<file path="src/rtl/uart_pkg.sv">
// Shared UART definitions: arbiter state encoding, byte width and the
// round-robin index wrap used by the transmit arbiter and the future rx demux.
package uart_pkg;

  localparam int unsigned UART_BYTE_W = 8;

  typedef enum logic [2:0] {
    ST_IDLE      = 3'd0,
    ST_LAUNCH    = 3'd1,
    ST_WAIT_BUSY = 3'd2,
    ST_WAIT_DONE = 3'd3,
    ST_GAP       = 3'd4
  } arb_state_e;

  // Advance an index by one, wrapping from n-1 back to 0 without relying on
  // power-of-two overflow.
  function automatic int unsigned next_idx(input int unsigned idx, input int unsigned n);
    int unsigned res;
    if (idx >= n - 1) begin
      res = 0;
    end else begin
      res = idx + 1;
    end
    return res;
  endfunction

endpackage

</file>
<file path="src/rtl/rr_pick.sv">
// Combinational rotating priority pick: first set request at or above ptr,
// wrapping modulo N_REQ.
module rr_pick
  import uart_pkg::*;
#(
  parameter  int unsigned N_REQ = 4,
  localparam int unsigned IDX_W = $clog2(N_REQ)
) (
  input  logic [N_REQ-1:0] req,
  input  logic [IDX_W-1:0] ptr,
  output logic             valid,
  output logic [IDX_W-1:0] idx
);

  always_comb begin
    int unsigned pos;
    valid = 1'b0;
    idx   = '0;
    pos   = 32'(ptr);
    for (int unsigned k = 0; k < N_REQ; k++) begin
      if (!valid && req[IDX_W'(pos)]) begin
        valid = 1'b1;
        idx   = IDX_W'(pos);
      end
      pos = next_idx(pos, N_REQ);
    end
  end

endmodule

</file>
<file path="src/rtl/uart_tx_arbiter.sv">
// Round-robin arbiter sharing one UART transmitter among N_REQ byte producers,
// holding off new grants while the receiver has a frame in progress.
module uart_tx_arbiter
  import uart_pkg::*;
#(
  parameter  int unsigned N_REQ      = 4,
  parameter  int unsigned START_TO   = 16,
  parameter  int unsigned GAP_CYCLES = 0,
  localparam int unsigned OWNER_W    = $clog2(N_REQ)
) (
  input  logic                         clk,
  input  logic                         rst,
  input  logic [N_REQ-1:0]             req,
  input  logic [N_REQ-1:0]             req_lock,
  input  logic [UART_BYTE_W*N_REQ-1:0] req_data,
  input  logic                         rx_int,
  input  logic                         tx_busy,
  output logic [N_REQ-1:0]             gnt,
  output logic                         tx_start,
  output logic [UART_BYTE_W-1:0]       tx_data,
  output logic [OWNER_W-1:0]           owner,
  output logic                         arb_busy,
  output logic                         err_timeout
);

  localparam int unsigned CNT_MAX  = (START_TO > GAP_CYCLES) ? START_TO : GAP_CYCLES;
  localparam int unsigned CNT_W    = $clog2(CNT_MAX + 1);
  localparam int unsigned TO_LAST  = START_TO - 1;
  localparam int unsigned TO_WARN  = START_TO - 2;
  localparam int unsigned GAP_LAST = (GAP_CYCLES > 0) ? GAP_CYCLES - 1 : 0;

  arb_state_e             state_q, state_d;
  logic [OWNER_W-1:0]     ptr_q, ptr_d;
  logic [OWNER_W-1:0]     owner_q, owner_d;
  logic                   lock_q, lock_d;
  logic [CNT_W-1:0]       cnt_q, cnt_d;
  logic [N_REQ-1:0]       gnt_q, gnt_d;
  logic                   tx_start_q, tx_start_d;
  logic                   err_q, err_d;
  logic [UART_BYTE_W-1:0] data_q, data_d;

  logic                   win_valid;
  logic [OWNER_W-1:0]     win_idx;
  logic                   eligible;
  logic [UART_BYTE_W-1:0] req_bytes [N_REQ];

  for (genvar g = 0; g < N_REQ; g++) begin : g_bytes
    assign req_bytes[g] = req_data[g*UART_BYTE_W +: UART_BYTE_W];
  end

  rr_pick #(
    .N_REQ (N_REQ)
  ) u_pick (
    .req   (req),
    .ptr   (ptr_q),
    .valid (win_valid),
    .idx   (win_idx)
  );

  // The transmitter must be idle too, so a reset mid-transfer cannot re-launch
  // on top of a byte still shifting out.
  assign eligible = win_valid && !rx_int && !tx_busy;

  always_comb begin
    state_d    = state_q;
    ptr_d      = ptr_q;
    owner_d    = owner_q;
    lock_d     = lock_q;
    cnt_d      = cnt_q;
    data_d     = data_q;
    gnt_d      = '0;
    tx_start_d = 1'b0;
    err_d      = 1'b0;

    unique case (state_q)
      ST_IDLE: begin
        if (eligible) begin
          owner_d    = win_idx;
          data_d     = req_bytes[win_idx];
          lock_d     = req_lock[win_idx];
          gnt_d      = N_REQ'(1) << win_idx;
          tx_start_d = 1'b1;
          state_d    = ST_LAUNCH;
        end
      end
      ST_LAUNCH: begin
        cnt_d   = '0;
        ptr_d   = lock_q ? owner_q : OWNER_W'(next_idx(32'(owner_q), N_REQ));
        state_d = ST_WAIT_BUSY;
      end
      ST_WAIT_BUSY: begin
        // err is raised one count early so the registered pulse lands exactly
        // START_TO cycles after tx_start, in the last WAIT_BUSY cycle.
        cnt_d = cnt_q + CNT_W'(1);
        if (cnt_q == CNT_W'(TO_LAST)) begin
          state_d = ST_IDLE;
        end else if (tx_busy) begin
          state_d = ST_WAIT_DONE;
        end else if (cnt_q == CNT_W'(TO_WARN)) begin
          err_d = 1'b1;
        end
      end
      ST_WAIT_DONE: begin
        if (!tx_busy) begin
          cnt_d   = '0;
          state_d = (GAP_CYCLES > 0) ? ST_GAP : ST_IDLE;
        end
      end
      ST_GAP: begin
        cnt_d = cnt_q + CNT_W'(1);
        if (cnt_q == CNT_W'(GAP_LAST)) begin
          state_d = ST_IDLE;
        end
      end
      default: begin
        state_d = ST_IDLE;
      end
    endcase
  end

  always_ff @(posedge clk) begin
    if (rst) begin
      state_q    <= ST_IDLE;
      ptr_q      <= '0;
      owner_q    <= '0;
      lock_q     <= 1'b0;
      cnt_q      <= '0;
      data_q     <= '0;
      gnt_q      <= '0;
      tx_start_q <= 1'b0;
      err_q      <= 1'b0;
    end else begin
      state_q    <= state_d;
      ptr_q      <= ptr_d;
      owner_q    <= owner_d;
      lock_q     <= lock_d;
      cnt_q      <= cnt_d;
      data_q     <= data_d;
      gnt_q      <= gnt_d;
      tx_start_q <= tx_start_d;
      err_q      <= err_d;
    end
  end

  assign gnt         = gnt_q;
  assign tx_start    = tx_start_q;
  assign tx_data     = data_q;
  assign owner       = owner_q;
  assign err_timeout = err_q;
  assign arb_busy    = (state_q != ST_IDLE);

endmodule

</file>
<file path="config.mk">
export PLATFORM = sky130hd
export DESIGN_NAME = uart_tx_arbiter
export DESIGN_NICKNAME = d
export VERILOG_FILES = /design/src/rtl/uart_pkg.sv /design/src/rtl/rr_pick.sv /design/src/rtl/uart_tx_arbiter.sv
export SDC_FILE = /design/constraint.sdc
export NUM_CORES = 1
export LEC_CHECK = 0
export ABC_AREA = 0
export CAP_MARGIN = 20
export CELL_PAD_IN_SITES_DETAIL_PLACEMENT = 0
export CELL_PAD_IN_SITES_GLOBAL_PLACEMENT = 1
export CORE_AREA = 5 5 95 97
export DETAILED_ROUTE_END_ITERATION = 6
export DIE_AREA = 0 0 100 102
export GPL_TIMING_DRIVEN = 0
export PLACE_DENSITY = 0.74
export SLEW_MARGIN = 15
export SYNTH_ARGS = -nofsm -noshare
export SYNTH_HDL_FRONTEND = slang
export SYNTH_SLANG_ARGS = --single-unit
</file>
<file path="constraint.sdc">
create_clock -name clk -period 2.4 [get_ports clk]
set_input_delay 0.24 -clock clk [delete_from_list [all_inputs] [get_ports clk]]
set_output_delay 0.24 -clock clk [all_outputs]
set_load 0.01 [all_outputs]
</file>
# [Yosys cells after proc, flatten, opt, wreduce, memory -nomap -nowiden]
# Cells that the tools add are included.
[word_totals] register_bits=27 inputBits=44 output_inout_bits=17 word_cells=96
[op_classes] n_addsub=5 order_cmp=10 eq_ne=10 shifts=1 n_mux=36 bitwise=4 n_reduce_logical=21
[op_table] op="greater-or-equal comparator 32 x 2 -> 1 bit, second input constant" n=2
[op_table] op="2-to-1 mux 32 bit" n=2
[op_table] op="adder 32 x 1 -> 32 bit, second input constant" n=1
[op_table] op="binary-select mux 8 bit (select 2 bit)" n=1
[op_table] op="2-to-1 mux 8 bit" n=2
[op_table] op="< comparator 2 x 3 -> 1 bit, second input constant" n=5
[op_table] op="2-to-1 mux 3 bit" n=5
[op_table] op="one-hot mux 3 bit (5 select lines)" n=1
[op_table] op="one-hot mux 5 bit (3 select lines)" n=1
[op_table] op="2-to-1 mux 2 bit" n=7
[op_table] op="2-to-1 mux 1 bit" n=11
[op_table] op="binary-select mux 1 bit (select 2 bit)" n=5
[op_table] op="== test 5 x 4 -> 1 bit, second input constant" n=2
[op_table] op="== test 3 x 2 -> 1 bit, second input constant" n=2
[op_table] op="!= test 2 bit, second input constant" n=3
[op_table] op="nonzero test 3 bit" n=2
[op_table] op="adder 5 x 1 -> 5 bit, second input constant" n=1
[op_table] op="logical AND 1 bit" n=5
[op_table] op="logical NOT 1 bit" n=5
[op_table] op="logical NOT 5 bit" n=1
[op_table] op="2-to-1 mux 5 bit" n=1
[op_table] op="adder 2 x 1 -> 2 bit, second input constant" n=2
[op_table] op="greater-or-equal comparator 2 bit, second input constant" n=2
[op_table] op="AND reduction 2 bit" n=2
[op_table] op="other kinds (13)" n=16

# [Longest topological paths before layout]
[logic_depth] word_depth=16 mapped_depth=11 ltp_nobuf=7

# [Hierarchy]
# A second synthesis with hierarchy kept.
[hier_totals] cells_unflattened=207 area_unflattened_um2=1794.2
[modules_own_cells] mod="uart_tx_arbiter" n_inst=1 cells_per_inst=140 area_each_um2=1330.0 seq_area_each_um2=520.5
[modules_own_cells] mod="rr_pick" n_inst=1 cells_per_inst=67 area_each_um2=464.2 seq_area_each_um2=0.0

# [Least setup slack after synthesis]
# Ideal clock, no wire load.
[synth_path] path_type="reg-to-reg" start="reg ptr_q[0]" end="reg lock_q" setup_time_ns=0.128 arrival_ns=2.312 t_required_ns=2.272 setup_slack_ns=-0.040 stages_incl_launch_ff=10 n_path_buf=2 synth_period_minus_slack_ns=2.440 cell_sequence="dfxtp_1 > ha_1 > buf_6 > mux4_2 > inv_2 > a2111oi_2 > a211oi_4 > buf_4 > mux2i_1 > o221ai_2"
[synth_via] elab_chain_cells=15 word_cells_on_any_way=36 classes_between="add/sub: 3; order compare: 3; mux: 21; reduce/logical: 9"
[synth_rtl] item="start, declared" line_no="uart_tx_arbiter.sv:33" text="logic [OWNER_W-1:0] ptr_q, ptr_d;"
[synth_rtl] item="start signal, assigned" line_no="uart_tx_arbiter.sv:134" text="ptr_q <= ptr_d;"
[synth_rtl] item="branches (longest 15 deep; another with adder 32 x 1 -> 32 bit)"
[synth_rtl] item="end signal, assigned" line_no="uart_tx_arbiter.sv:136" text="lock_q <= lock_d;"
[synth_rtl] item="end, declared" line_no="uart_tx_arbiter.sv:35" text="logic lock_q, lock_d;"
# Parallel ways; which one is timed is not known. The select of a mux whose other input is x is not followed.
# A chain may end at the register's enable or synchronous reset.

# [Worst setup path after layout]
[layout_path] start="reg ptr_q[1]" end="reg data_q[6], in the netlist tx_data[6]"
[layout_via] elab_chain_cells=16 word_cells_on_any_way=38 classes_between="add/sub: 3; order compare: 3; mux: 22; bitwise: 1; reduce/logical: 9"
[layout_rtl] item="branches (longest 16 deep; another with adder 32 x 1 -> 32 bit)"
[layout_rtl] item="end signal, assigned" line_no="uart_tx_arbiter.sv:138" text="data_q <= data_d;"
[layout_rtl] item="end, declared" line_no="uart_tx_arbiter.sv:40" text="logic [UART_BYTE_W-1:0] data_q, data_d;"
# Parallel ways; which one is timed is not known. The select of a mux whose other input is x is not followed.

==> run summary <==
• **result of the run** finished with violations
• **failing checks** setup timing
• **net count of the mapped netlist** 291
• **largest buffer count on any clock path** 2
• **Async SR Flop Fraction** 0
• **number of antenna violations at the first check in global routing** 0
• **final layout net count** 365
• **cell row count** 33
• **effective utilization at floorplan** 0.2449
• **setup TNS after final layout** -48.07 ps
• **cts hold-fix bufs** 0
• **core area** 8051 sq um
• **die footprint** 10200 sq um
• **Worst Hold Depth** 1
• **kind of critical path** reg2reg
• **global-route usage over all layers** 0.1147
• **top cell family by delay on the critical path** multiplexers
• **areal power density over the cells** 482.4 nW/um^2
• **measured slew at the worst slew-check pin** 497.6 ps
• **buffers and inverters on the worst path** 3
• **Reg2Reg Launch Point** ptr_q[1]
• **count of flip-flops with a built-in enable after synthesis** 0
• **unrepaired setup endpoints after global routing** yes
• **Layout Utilization** 0.3736
• **max-cap viol count** 0
• **average routed wire per standard cell** 13.93 um
• **distinct cell type count of the synthesized netlist** 54
• **GRT Residual Overflow** 0
• **maximum number of pins on one net before global-route repair** 16
• **Die X-Extent** 100 um
• **via count** 2006
• **final critical path time including I/O delays and setup** 2416 ps
• **endpoint of the lowest-slack register-to-register path** tx_data[6]
• **Gate Count Post-Synth** 242
• **number of iterations in the first detailed-routing pass** 4
• **PortBufs** 60
• **Required @ worst endpoint** 2570 ps
• **Register-to-Register Path Depth** 9
• **HP Class** reg2reg
• **top library cells by usage in the layout, fill and taps aside** 60 x sky130_fd_sc_hd__clkdlybuf4s50_1, 24 x sky130_fd_sc_hd__dfxtp_1, 21 x sky130_fd_sc_hd__nand2_1, 20 x sky130_fd_sc_hd__inv_1, 16 x sky130_fd_sc_hd__a211oi_1
• **endpoint type of the worst setup path** register
• **I/O Pins** 61
• **final-report setup violation count** 4
• **relative max-transition margin** 0.6683
• **Critical Path Source Type** register
• **final number of hold-violating endpoints** 0
• **sequential cell fraction of total power** 0.333
• **top flip-flop cell by instance count after synthesis** sky130_fd_sc_hd__dfxtp_1
• **total number of clock tree sinks** 26
• **Worst Hold Margin** 467.8 ps
• **clock tree root buffer cell** sky130_fd_sc_hd__clkbuf_8
• **P_leak** 1.110 nW
• **internal power consumption** 0.0009862 W
• **Placer Congestion** 0.7447
• **Avg Inst Size Synth** 8.148 sq um
• **Worst Skew** 3.637 ps
• **start point of the worst min-delay path** cnt_q[4]
• **slowest CP cell** sky130_fd_sc_hd__mux4_2
• **HPWL after detailed placement** 4375 um
• **Placed Instance Area** 2708 sq um
• **final routed DRC violation total** 0
• **Routed Wire Length** 5852 um
• **hold endpoint** err_timeout
• **layout cell share with drive strength beyond 1** 0.1968
• **wire length of the first global-routing pass** 9680 um
• **total clock buffers created by CTS** 3
• **Area Growth Syn to Fin** 52.54%
• **Clock H-tree levels** 1
• **flop2flop setup slack** -20 ps
• **clock transition at the registers of the reported paths** 100 ps
• **clock tree from TritonCTS** yes
• **drt first-iter violations** 60
• **switching power total** 0.0004648 W
• **fin crit share** 1.007
• **worst ir drop on vdd** 0.2093 mV
• **minimum setup slack in the final design** -16.32 ps
• **post-synthesis cell area** 1972 sq um
• **sequence of cells on the critical path** ha_4, mux4_2, inv_2, a2111oi_4, a211oi_4, buf_6, buf_8, mux2i_4, o221ai_2
• **worst-skew pair later-pin latency** 280 ps
• **height of the die** 102 um
• **Data arrival, critical path** 2590 ps
• **count of final max-slew check failures** 0
• **Comb power frac** 0.410
• **Max Fanout on Critical Path** 7
• **Max Clk Rate** 413.9 MHz
• **post-route cell area** 3008 sq um
• **most common library cell in the layout ignoring fill and taps** sky130_fd_sc_hd__clkdlybuf4s50_1
• **critical path's largest stage delay** 610 ps
• **switching share of total power** 0.3203
• **share of the yosys chip area belonging to registers** 0.2640
• **Post-DRT Antenna Nets** 0
• **mean number of vias per cell** 4.776
• **overall power after layout** 0.001451 W
• **Yosys reg bits** 26
• **number of global-route vias before repair** 2006
• **total of warnings raised by yosys** 0
• **fraction of power consumed by the clock network** 0.258
• **diode insertion count for antenna repair** 0
• **number of filler instances in the final layout** 846
## worst register-to-register path, delay by kind of cell, from the launching register on
kind            cells  cell delay, ps
mux                 2             850
flops               1             350
fa+ha+maj           1             300
buf+inv             3             420
compound gates      3             390
## metal layers
metal	global-route usage	vias up	share of wire	routed length [um]
met2	0.1904	55	0.46	2674
met5	0	-	0	0
met1	0.1511	907	0.48	2812
li1	-	1038	-	-
met4	0.03212	0	0.012	73
met3	0.02457	6	0.050	292
## cell usage after synthesis (2+ instances only)
| cell | number | share of area |
|---|---|---|
| sky130_fd_sc_hd__a21oi_1 | 9 | 0.023 |
| sky130_fd_sc_hd__dfxtp_1 | 26 | 0.26 |
| sky130_fd_sc_hd__o211ai_1 | 3 | 0.011 |
| sky130_fd_sc_hd__buf_6 | 2 | 0.011 |
| sky130_fd_sc_hd__nand3b_1 | 4 | 0.015 |
| sky130_fd_sc_hd__clkbuf_1 | 11 | 0.021 |
| sky130_fd_sc_hd__a211oi_1 | 19 | 0.072 |
| sky130_fd_sc_hd__and3_1 | 2 | 0.0063 |
| sky130_fd_sc_hd__and2_1 | 2 | 0.0063 |
| sky130_fd_sc_hd__nor2_1 | 12 | 0.023 |
| sky130_fd_sc_hd__mux2_2 | 2 | 0.011 |
| sky130_fd_sc_hd__ha_1 | 5 | 0.032 |
| sky130_fd_sc_hd__nor3b_1 | 3 | 0.011 |
| sky130_fd_sc_hd__mux4_2 | 2 | 0.023 |
| sky130_fd_sc_hd__inv_1 | 20 | 0.038 |
| sky130_fd_sc_hd__and3b_1 | 3 | 0.013 |
| sky130_fd_sc_hd__o221ai_2 | 3 | 0.023 |
| sky130_fd_sc_hd__a2111oi_0 | 4 | 0.018 |
| sky130_fd_sc_hd__nor4_1 | 3 | 0.0095 |
| sky130_fd_sc_hd__o21ai_0 | 11 | 0.028 |
| sky130_fd_sc_hd__o221ai_1 | 3 | 0.013 |
| sky130_fd_sc_hd__nand2_1 | 21 | 0.040 |
| sky130_fd_sc_hd__buf_2 | 6 | 0.015 |
| sky130_fd_sc_hd__nor2b_1 | 6 | 0.019 |
| sky130_fd_sc_hd__o31ai_1 | 2 | 0.0076 |
| sky130_fd_sc_hd__nand3_1 | 6 | 0.015 |
| sky130_fd_sc_hd__nor3_1 | 6 | 0.015 |
| sky130_fd_sc_hd__mux2i_1 | 20 | 0.10 |
## area by class of cell
cell class | instances | area (sq um) | area share
repair buffers | 70 | 686.9 | 0.2284
well taps | 105 | 131.4 | 0.04368
multi-input cells | 175 | 1404 | 0.4667
inverters | 21 | 78.83 | 0.02621
plain buffers | 19 | 112.6 | 0.03744
clock inverters | 1 | 30.03 | 0.009983
flip-flops and latches | 26 | 523.0 | 0.1739
clock buffers | 3 | 41.29 | 0.01373
## repair_timing
item | CTS | global route
gates cloned | 1 | 0
pin swaps | 1 | 2
setup buffers | 6 | 3
setup endpoints to repair | 15 | 15
resized for setup | 19 | 27
## cells by family (layout without fill, tap and decap cells)
| group | count (synthesis) | count (layout) | share of synthesized area |
|---|---|---|---|
| adder cells (fa/ha/maj) | 5 | 5 | 0.03173 |
| flip-flops | 26 | 26 | 0.2640 |
| XOR/XNOR | 1 | 1 | 0.004442 |
| AND/OR/NAND/NOR | 76 | 76 | 0.2056 |
| multiplexers | 24 | 24 | 0.1358 |
| buffers and inverters | 41 | 114 | 0.09137 |
| AO/OA/AOI/OAI | 69 | 69 | 0.2671 |
## state kept, by name, indices dropped and copies added (netlist names)
name,cells
ptr_q,2
lock_q,1
gnt,4
cnt_q,5
tx_start,1
state_q,2
err_timeout,1
tx_data,8
owner,2
## power by group through the flow
stage | Clock, W | Combinational, W | Sequential [W]
after global placement | 0 | 0.000492 | 0.000492
after detailed placement | 0 | 0.000495 | 0.000492
after CTS | 0.000385 | 0.000551 | 0.000482
after floorplan | 0 | 0.000298 | 0.000497
final | 0.000374 | 0.000594 | 0.000483
after global routing | 0.000397 | 0.000647 | 0.000488
## worst max-delay path by stage
stage | from | to | cells past startpoint
finish | ptr_q[1] | tx_data[6] | 9
global route | ptr_q[0] | tx_data[4] | 10
CTS | ptr_q[1] | tx_data[6] | 10
detailed placement | tx_busy | tx_data[1] | 8
global placement | tx_busy | tx_data[1] | 8
floorplan | ptr_q[0] | lock_q | 9
## through the flow
step / std cells / setup WS, ps
floorplan: 242 / 15.42
global placement: 407 / -451.8
detailed placement: 407 / -476.8
CTS: 418 / -80.75
global route: 420 / -138.0
finish: 420 / -16.32
(Power assumes the default switching activity.)
